## config.mk

```make
export PLATFORM = sky130hd
export DESIGN_NAME = alu_iter
export DESIGN_NICKNAME = d
export VERILOG_FILES = /design/src/rtl/alu_iter.sv
export SDC_FILE = /design/constraint.sdc
export NUM_CORES = 1
export LEC_CHECK = 0
export CAP_MARGIN = 15
export CORE_MARGIN = 3
export CORE_UTILIZATION = 35
export CTS_CLUSTER_DIAMETER = 100
export DETAILED_ROUTE_END_ITERATION = 8
export GPL_TIMING_DRIVEN = 0
export SLEW_MARGIN = 10
export SYNTH_ARGS = -nofsm -noshare
export SYNTH_HDL_FRONTEND = slang
export SYNTH_SLANG_ARGS = --single-unit
export TNS_END_PERCENT = 30
```

## constraint.sdc

```tcl
create_clock -name clk_i -period 4.6 [get_ports clk_i]
set_input_delay 1.38 -clock clk_i [delete_from_list [all_inputs] [get_ports clk_i]]
set_output_delay 1.38 -clock clk_i [all_outputs]
set_load 0.02 [all_outputs]
```

## src/rtl/alu_iter.sv

```systemverilog
// Registered EX-stage ALU: single-cycle logic/arith ops plus iterative shift-add
// multiply and restoring divide behind a valid/ready handshake.
module alu_iter #(
    parameter int XLEN = 32
) (
    input  logic            clk_i,
    input  logic            rst_n_i,
    input  logic            valid_i,
    output logic            ready_o,
    input  logic [3:0]      ALUCtrl_i,
    input  logic [XLEN-1:0] data1_i,
    input  logic [XLEN-1:0] data2_i,
    input  logic            flush_i,
    output logic            valid_o,
    output logic [XLEN-1:0] data_o,
    output logic            Zero_o,
    output logic [1:0]      dbg_state_o
);
    localparam int SHW = $clog2(XLEN);
    localparam logic [XLEN-1:0] MIN_VAL = {1'b1, {(XLEN-1){1'b0}}};

    localparam logic [3:0] OP_ADD  = 4'h0;
    localparam logic [3:0] OP_SUB  = 4'h1;
    localparam logic [3:0] OP_MUL  = 4'h2;
    localparam logic [3:0] OP_XOR  = 4'h3;
    localparam logic [3:0] OP_SLL  = 4'h4;
    localparam logic [3:0] OP_SRA  = 4'h5;
    localparam logic [3:0] OP_AND  = 4'h6;
    localparam logic [3:0] OP_OR   = 4'h7;
    localparam logic [3:0] OP_SRL  = 4'h8;
    localparam logic [3:0] OP_SLT  = 4'h9;
    localparam logic [3:0] OP_SLTU = 4'hA;
    localparam logic [3:0] OP_DIV  = 4'hB;
    localparam logic [3:0] OP_DIVU = 4'hC;
    localparam logic [3:0] OP_REM  = 4'hD;
    localparam logic [3:0] OP_REMU = 4'hE;

    typedef enum logic [1:0] {IDLE, MUL, DIV, DONE} state_t;

    // Handshake: a request transfers on a rising edge where valid_i && ready_o;
    // ready_o depends on state only. valid_o is a one-cycle result pulse.
    state_t          state;
    logic [3:0]      op_r;
    logic [XLEN-1:0] acc;      // product accumulator, or partial remainder
    logic [XLEN-1:0] a_reg;    // multiplier, or dividend shifting into quotient
    logic [XLEN-1:0] b_reg;    // multiplicand, or divisor magnitude
    logic [SHW-1:0]  cnt;
    logic            neg_q;
    logic            neg_r;

    logic [SHW-1:0]  shamt;
    logic            signed_div;
    logic            b_zero;
    logic            ovf;
    logic            is_div_family;
    logic            go_iter;
    logic [XLEN-1:0] a_mag;
    logic [XLEN-1:0] b_mag;
    logic [XLEN-1:0] single_res;
    logic [XLEN-1:0] done_res;
    logic [XLEN:0]   rem_sh;
    logic [XLEN:0]   rem_diff;

    assign ready_o     = (state == IDLE);
    assign dbg_state_o = state;

    always_comb begin
        shamt         = data2_i[SHW-1:0];
        signed_div    = (ALUCtrl_i == OP_DIV) || (ALUCtrl_i == OP_REM);
        is_div_family = (ALUCtrl_i == OP_DIV) || (ALUCtrl_i == OP_DIVU) ||
                        (ALUCtrl_i == OP_REM) || (ALUCtrl_i == OP_REMU);
        b_zero        = (data2_i == '0);
        ovf           = signed_div && (data1_i == MIN_VAL) && (data2_i == '1);
        go_iter       = (ALUCtrl_i == OP_MUL) || (is_div_family && !b_zero && !ovf);
        a_mag         = (signed_div && data1_i[XLEN-1]) ? -data1_i : data1_i;
        b_mag         = (signed_div && data2_i[XLEN-1]) ? -data2_i : data2_i;
    end

    // Results registered directly at accept, including the divide special cases.
    always_comb begin
        single_res = '0;
        case (ALUCtrl_i)
            OP_ADD:  single_res = data1_i + data2_i;
            OP_SUB:  single_res = data1_i - data2_i;
            OP_XOR:  single_res = data1_i ^ data2_i;
            OP_SLL:  single_res = data1_i << shamt;
            OP_SRA:  single_res = $signed(data1_i) >>> shamt;
            OP_AND:  single_res = data1_i & data2_i;
            OP_OR:   single_res = data1_i | data2_i;
            OP_SRL:  single_res = data1_i >> shamt;
            OP_SLT:  single_res = {{(XLEN-1){1'b0}}, ($signed(data1_i) < $signed(data2_i))};
            OP_SLTU: single_res = {{(XLEN-1){1'b0}}, (data1_i < data2_i)};
            OP_DIV:  single_res = b_zero ? '1 : data1_i;
            OP_DIVU: single_res = '1;
            OP_REM:  single_res = b_zero ? data1_i : '0;
            OP_REMU: single_res = data1_i;
            default: single_res = '0;
        endcase
    end

    always_comb begin
        rem_sh   = {acc, a_reg[XLEN-1]};
        rem_diff = rem_sh - {1'b0, b_reg};
        done_res = '0;
        case (op_r)
            OP_MUL:  done_res = acc;
            OP_DIV:  done_res = neg_q ? -a_reg : a_reg;
            OP_DIVU: done_res = a_reg;
            OP_REM:  done_res = neg_r ? -acc : acc;
            OP_REMU: done_res = acc;
            default: done_res = '0;
        endcase
    end

    always_ff @(posedge clk_i or negedge rst_n_i) begin
        if (!rst_n_i) begin
            state   <= IDLE;
            op_r    <= '0;
            acc     <= '0;
            a_reg   <= '0;
            b_reg   <= '0;
            cnt     <= '0;
            neg_q   <= 1'b0;
            neg_r   <= 1'b0;
            valid_o <= 1'b0;
            data_o  <= '0;
            Zero_o  <= 1'b0;
        end else begin
            valid_o <= 1'b0;
            if (flush_i) begin
                state <= IDLE;
                cnt   <= '0;
            end else begin
                case (state)
                    IDLE: begin
                        if (valid_i && ready_o) begin
                            if (go_iter) begin
                                op_r  <= ALUCtrl_i;
                                acc   <= '0;
                                cnt   <= '0;
                                a_reg <= is_div_family ? a_mag : data1_i;
                                b_reg <= is_div_family ? b_mag : data2_i;
                                neg_q <= (ALUCtrl_i == OP_DIV) && (data1_i[XLEN-1] ^ data2_i[XLEN-1]);
                                neg_r <= (ALUCtrl_i == OP_REM) && data1_i[XLEN-1];
                                state <= (ALUCtrl_i == OP_MUL) ? MUL : DIV;
                            end else begin
                                data_o  <= single_res;
                                Zero_o  <= (single_res == '0);
                                valid_o <= 1'b1;
                            end
                        end
                    end
                    MUL: begin
                        if (a_reg[0]) acc <= acc + b_reg;
                        b_reg <= b_reg << 1;
                        a_reg <= a_reg >> 1;
                        cnt   <= cnt + 1'b1;
                        if (cnt == SHW'(XLEN-1)) state <= DONE;
                    end
                    DIV: begin
                        if (!rem_diff[XLEN]) begin
                            acc   <= rem_diff[XLEN-1:0];
                            a_reg <= {a_reg[XLEN-2:0], 1'b1};
                        end else begin
                            acc   <= rem_sh[XLEN-1:0];
                            a_reg <= {a_reg[XLEN-2:0], 1'b0};
                        end
                        cnt <= cnt + 1'b1;
                        if (cnt == SHW'(XLEN-1)) state <= DONE;
                    end
                    DONE: begin
                        data_o  <= done_res;
                        Zero_o  <= (done_res == '0);
                        valid_o <= 1'b1;
                        cnt     <= '0;
                        state   <= IDLE;
                    end
                    default: state <= IDLE;
                endcase
            end
        end
    end
endmodule

```

==> impl_metrics.tcl, run 1 <==
set metrics [dict create \
    status "complete, but fails checks" \
    violations "negative setup slack" \
    path_clk_slew_ns 0.08 \
    start_util_pct 35.4 \
    ctsLongestPathBuffers 2 \
    grt_pass1_vias 28900 \
    area_growth_pct 26.2 \
    hold_violations 0 \
    worstSetupPathType "primary input to flop" \
    cap_viol_max_count 0 \
    gp_congestion 1.09 \
    endpoint_kind "flop" \
    antenna_found_initial 10 \
    die_area_mm2 0.0713 \
    synthesis.nets 3571 \
    power.switching_uw 7770 \
    slew_violations 0 \
    ys_dominant_reg_cell "dfrtp_1" \
    r2r_cells 16 \
    cts_tree "yes" \
    slowest_delay_ns 0.53 \
    firstDrtPassIters 9 \
    fin_skew_ns 0.0138 \
    syn-mean-instance-area_um2 7.19 \
    io_buffers 105 \
    report.final.setup_viol 15 \
    rsz0062_at_grt "true" \
    ys_ff_latch 143 \
    drt-total-wl_um 150000 \
    ys_top_cells_by_count "nand2_1 (331), nor2_1 (305), o21ai_0 (289)" \
    netlist_top_cells_area "dfrtp_1 (15%), ha_1 (9.4%), o21ai_0 (6.1%)" \
    drc 0 \
    ant_nets 0 \
    cp_max_fo 10 \
    min_period_over_period_pct 109 \
    cp_data_required_time_ns 4.98 \
    synth-edff-count 0 \
    avgViaCountPerCell 6.67 \
    swShare_pct 54.8 \
    hold_buffers 0 \
    io_pins 109 \
    nFillCells 6974 \
    placed_cell_area_mm2 0.0263 \
    synthCells 3316 \
    max-vdd-ir-drop_uv 288 \
    yosysUniqueCellTypes 88 \
    ys_seq_area_share_pct 15.0 \
    clock_sinks 143 \
    insertion_delay_ns 0.47 \
    fin_hold_ws_ns 0.493 \
    chipWidth_um 267 \
    critPathSlowestCell "nor4b_2" \
    design_area_mm2 0.0301 \
    timing.fmax_mhz 200 \
    clockRootBuffer "clkbuf_16" \
    power_leakage_uw 0.0124 \
    num_rows 95 \
    p_int_uw 6410 \
    grt_max_degree 77 \
    die_y_um 267 \
    cp_common_cell "nand4_1" \
    dr.first_iter.drc_count 3702 \
    cts_buffers 17 \
    startpoint_type "primary input" \
    period_minus_slack_ns 5.01 \
    layout-drive-gt1-share_pct 19.2 \
    power_frac_comb_pct 70.5 \
    synth_top_cell_by_area "dfrtp_1" \
    post_drt_wl_per_cell_um 33.4 \
    fin_ws_ns -0.410 \
    via_count 29800 \
    yosys_warnings 0 \
    worst_pin_slew_ns 1.27 \
    grt_pass1_wl_um 211000 \
    clockPowerShare_pct 10.7 \
    cp_cell_sequence "clkbuf_2 > buf_2 > buf_1 > and3b_1 > o211ai_1 > o221ai_1 > nor4b_2 > nand4_1 > nor4_1 > nand4_1 > nor4_4 > nand4_1 > nor4_4 > nand3_1 > o31ai_2" \
    coreArea_mm2 0.0673 \
    dpl.hpwl_um 119000 \
    yosysMostFrequentCell "nand2_1" \
    final_nets 3838 \
    hp-class "flop to flop" \
    synthArstFlopShare_pct 100 \
    grt_remaining_overflow 0 \
    mappedNetlistArea_mm2 0.0238 \
    whs_path_depth 2 \
    power_frac_seq_pct 18.8 \
    slew_headroom_pct 14.8 \
    synth.top_cell.area_share_pct 15.0 \
    cts-htree-levels 4 \
    crit_arrival_ns 5.39 \
    grt_use_total_pct 40.9 \
    powerDensity_mw_per_mm2 471 \
]
## placed cells by master (no fill, tap or decap), types with 18 or more instances in the layout
cell,n
a211oi_1,37
a21o_1,49
a21oi_1,253
a21oi_2,18
a221oi_1,54
a22oi_1,34
a31oi_1,37
buf_2,26
buf_4,158
clkbuf_1,96
clkbuf_16,31
clkbuf_2,53
clkbuf_4,19
clkdlybuf4s50_1,46
dfrtp_1,143
ha_1,163
inv_1,148
mux2_2,38
mux2i_1,80
mux4_2,42
nand2_1,323
nand2b_1,42
nand3_1,82
nand4_1,43
nor2_1,299
nor2b_1,27
nor3_1,70
nor4_1,26
o211ai_1,36
o21a_1,20
o21ai_0,262
o21bai_1,26
o22ai_1,30
o31ai_1,51
or3_1,34
xnor2_1,115
## power groups by stage
| stage | registers, uW | clock network, uW | logic [uW] |
|---|---|---|---|
| global placement | 2650 | 0 | 9200 |
| global route | 2750 | 1570 | 10800 |
| finish | 2660 | 1520 | 9990 |
| floorplan | 2480 | 0 | 6150 |
| CTS | 2630 | 1520 | 9630 |
| detailed placement | 2650 | 0 | 9220 |
## final timing paths
| check | end | from | slack, ns |
|---|---|---|---|
| worst max-delay path | Zero_o$_DFFE_PN0P_ | ALUCtrl_i[1] | -0.41 |
| worst min-delay path | data_o[1]$_DFFE_PN0P_ | data_o[1]$_DFFE_PN0P_ | 0.49 |
| worst max register to register | acc[31]$_DFFE_PN0P_ | a_reg[31]$_DFFE_PN0P_ | 0.21 |
| worst min register to register | data_o[1]$_DFFE_PN0P_ | data_o[1]$_DFFE_PN0P_ | 0.49 |
| max in group asynchronous | data_o[5]$_DFFE_PN0P_ | rst_n_i | 2.93 |
| min in group asynchronous | acc[4]$_DFFE_PN0P_ | rst_n_i | 0.87 |
## critical path: cells and delay by family
| family | cells | cell delay, ns |
|---|---|---|
| buffers and inverters | 3 | 0.83 |
| AOI/OAI and AO/OA | 3 | 0.56 |
| and+or+nand+nor | 9 | 2.62 |
## metrics by stage
step / utilization, % / TNS [ns] / setup slack (ns) / power (uW) / cells
global placement: 39.0 / -950.76 / -4.14 / 11900 / 4294
detailed placement: 39.1 / -356.80 / -3.37 / 11900 / 4300
global route: 44.7 / -1.12 / -0.371 / 15100 / 4471
floorplan: - / -0.552 / -0.288 / 8640 / 3316
CTS: 43.8 / -0.861 / -0.334 / 13800 / 4429
finish: 44.7 / -1.67 / -0.410 / 14200 / 4475
## cells by family after synthesis
logic type      after synthesis  share of synthesized area, %
compound gates             1151                          31.6
simple gates               1107                          22.1
buf+inv                     421                          6.76
fa+ha+maj                   183                          9.73
mux                         176                          9.82
flops                       143                          15.0
xor+xnor                    135                          4.96
## timing repair
item,in CTS,in global routing
pin swaps,70,46
setup buffers,104,41
setup endpoints to repair,143,112
resized for setup,659,135
## cell type report
cell class | count | area (um^2) | share of cell area (%)
multi-input cells | 2752 | 20000 | 66.5
flip-flops and latches | 143 | 3580 | 11.9
clock buffers | 17 | 425 | 1.41
plain buffers | 246 | 1800 | 5.99
repair buffers | 257 | 2280 | 7.59
diodes | 6 | 15.0 | 0.0499
clock inverters | 15 | 194 | 0.644
inverters | 166 | 694 | 2.31
well taps | 873 | 1090 | 3.63
## metal layers
| layer | vias to the layer above | wire [um] | track usage, % | part of all wire, % |
|---|---|---|---|---|
| met5 | - | 28 | 0 | 0.019 |
| li1 | 12900 | - | - | - |
| met1 | 14300 | 53900 | 46.3 | 36 |
| met4 | 4 | 16300 | 36.5 | 11 |
| met3 | 653 | 12600 | 7.47 | 8.4 |
| met2 | 1973 | 66800 | 65.9 | 45 |
Power figures use the tool's default switching activity.
==> run 2, diff against run 1 <==
--- a/config.mk
+++ b/config.mk
@@ -11,6 +11,7 @@
 export CTS_CLUSTER_DIAMETER = 100
 export DETAILED_ROUTE_END_ITERATION = 8
 export GPL_TIMING_DRIVEN = 0
+export SKIP_CTS_REPAIR_TIMING = 1
 export SLEW_MARGIN = 10
 export SYNTH_ARGS = -nofsm -noshare
 export SYNTH_HDL_FRONTEND = slang
==> constraint.sdc (replaced) <==
create_clock -name clk_i -period 4.6 [get_ports clk_i]
set_input_delay 1.38 -clock clk_i [delete_from_list [all_inputs] [get_ports clk_i]]
set_output_delay 1.38 -clock clk_i [all_outputs]
set_load 0.01 [all_outputs]
==> impl_metrics.tcl, run 2 (same netlist as run 1, synthesis figures left out) <==
set metrics [dict create \
    grt_use_total_pct 37.2 \
    timing.fmax_mhz 195 \
    cts-htree-levels 4 \
    power_frac_seq_pct 19.4 \
    nFillCells 6948 \
    crit_arrival_ns 5.50 \
    cp_max_fo 10 \
    drc 0 \
    clock_sinks 143 \
    hold_violations 0 \
    grt.busiest_layer "met2" \
    cap_viol_max_count 1 \
    ant_nets 0 \
    die_y_um 267 \
    startpoint_type "primary input" \
    min_period_over_period_pct 111 \
    layout-drive-gt1-share_pct 17.4 \
    worstSetupPathType "primary input to flop" \
    io_buffers 105 \
    crit_buf_inv 3 \
    clockPowerShare_pct 10.6 \
    cts_tree "yes" \
    use_met2_pct 59.3 \
    cp_data_required_time_ns 4.97 \
    post_drt_wl_per_cell_um 31.4 \
    start_util_pct 35.4 \
    endpoint_kind "flop" \
    firstDrtPassIters 6 \
    power.switching_uw 7400 \
    die_area_mm2 0.0713 \
    setup_tns_ns -4.61 \
    worst_pin_slew_ns 1.46 \
    ctsLongestPathBuffers 2 \
    final_cell_mix "nand2_1 (327), nor2_1 (297), o21ai_0 (268)" \
    num_rows 95 \
    grt_pass1_vias 27500 \
    clockRootBuffer "clkbuf_16" \
    violations "max-capacitance violations, negative setup slack" \
    hp-class "flop to flop" \
    powerDensity_mw_per_mm2 463 \
    grt_remaining_overflow 0 \
    fin_ws_ns -0.524 \
    slowest_delay_ns 0.54 \
    power_leakage_uw 0.0122 \
    io_pins 109 \
    via_count 29800 \
    p_int_uw 6300 \
    cp_cell_sequence "clkbuf_2 > clkbuf_2 > nand2b_1 > clkbuf_1 > nor2_2 > a222oi_1 > nand2_1 > a2111oi_0 > o211ai_1 > a2111oi_4 > nand4_1 > nor4_2 > nand3_1 > o31ai_2" \
    area_growth_pct 24.2 \
    max-vdd-ir-drop_uv 230 \
    power_frac_comb_pct 70.0 \
    grt_max_degree 79 \
    met3_usage_pct 7.71 \
    report.final.setup_viol 39 \
    insertion_delay_ns 0.46 \
    dpl.hpwl_um 110000 \
    avgViaCountPerCell 6.69 \
    path_clk_slew_ns 0.07 \
    slew_headroom_pct 0.239 \
    final_common_cell "nand2_1" \
    swShare_pct 54.0 \
    final_nets 3814 \
    rsz0062_at_grt "true" \
    dr.first_iter.drc_count 3633 \
    antenna_found_initial 4 \
    multiInputGateArea_mm2 0.0199 \
    slew_violations 0 \
    seq_area_mm2 0.00358 \
    gr-usage-met1_pct 42.7 \
    grt_pass1_wl_um 193000 \
    coreArea_mm2 0.0673 \
    critPathSlowestCell "a222oi_1" \
    drt-total-wl_um 140000 \
    crit_family "compound AO/OA/AOI/OAI gates" \
    fin_util_pct 44.0 \
    cts_buffers 17 \
    fin_skew_ns 0.0140 \
    gp_congestion 1.11 \
    cp_common_cell "clkbuf_2" \
    status "complete, but fails checks" \
    period_minus_slack_ns 5.12 \
    chipWidth_um 267 \
]
-- run 2: changes by cell type in the layout (fill, tap and decap cells not counted), sizes merged, moves of 6 or more --
cell	before	now
buf	229	205
clkdlybuf4s15	19	0
dlymetal6s2s	2	24
inv	167	161
clkbuf	215	222
dlygate4sd2	7	0
-- run 2: through the flow --
step / hold slack [ns] / cell area, um^2 / total power (uW) / std cells / setup WS, ns
floorplan: 0.465 / 24100 / 8520 / 3316 / -0.288
global placement: 0.468 / 26200 / 11500 / 4294 / -4.08
detailed placement: 0.475 / 26300 / 11500 / 4300 / -2.86
CTS: 0.492 / 26900 / 13000 / 4332 / -2.40
global route: 0.532 / 29600 / 14600 / 4445 / -0.467
finish: 0.491 / 29600 / 13700 / 4447 / -0.524
-- run 2: final timing paths --
path,start,endpoint,slack (ns),cells after the start
setup / recovery,ALUCtrl_i[3],Zero_o$_DFFE_PN0P_,-0.52,14
hold / removal,data_o[1]$_DFFE_PN0P_,data_o[1]$_DFFE_PN0P_,0.49,2
setup reg to reg,a_reg[31]$_DFFE_PN0P_,acc[31]$_DFFE_PN0P_,0.28,16
hold reg to reg,data_o[1]$_DFFE_PN0P_,data_o[1]$_DFFE_PN0P_,0.49,2
max in group asynchronous,rst_n_i,a_reg[28]$_DFFE_PN0P_,2.94,2
min in group asynchronous,rst_n_i,acc[6]$_DFFE_PN0P_,0.85,1
-- run 2: cell type report --
cell class	instances	area share [%]
Inverter	166	2.41
Tap cell	873	3.69
Clock buffer	17	1.44
Timing Repair Buffer	231	7.08
Clock inverter	15	0.579
Multi-Input combinational cell	2752	67.2
Sequential cell	143	12.1
Antenna cell	2	0.0169
Buffer	248	5.51
-- run 2: power by group through the flow --
stage / Sequential (uW) / Clock [uW] / Combinational, uW
2_1_floorplan: 2380 / 0 / 6150
3_3_place_gp: 2640 / 0 / 8880
3_5_place_dp: 2640 / 0 / 8900
4_1_cts: 2620 / 1450 / 8970
5_1_grt: 2740 / 1500 / 10400
6_report: 2660 / 1450 / 9600
-- run 2: routing by layer --
metal / wire length (um) / up-vias
met4: 14100 / 2
li1: - / 12900
met5: 13 / -
met1: 49800 / 14000
met2: 61900 / 2179
met3: 14000 / 672
-- run 2: tightest hold or removal path, stage by stage, from the launching register on --
cell and delay [ns]:
dfrtp_1 0.35, nand2_1 0.05, o21ai_0 0.06
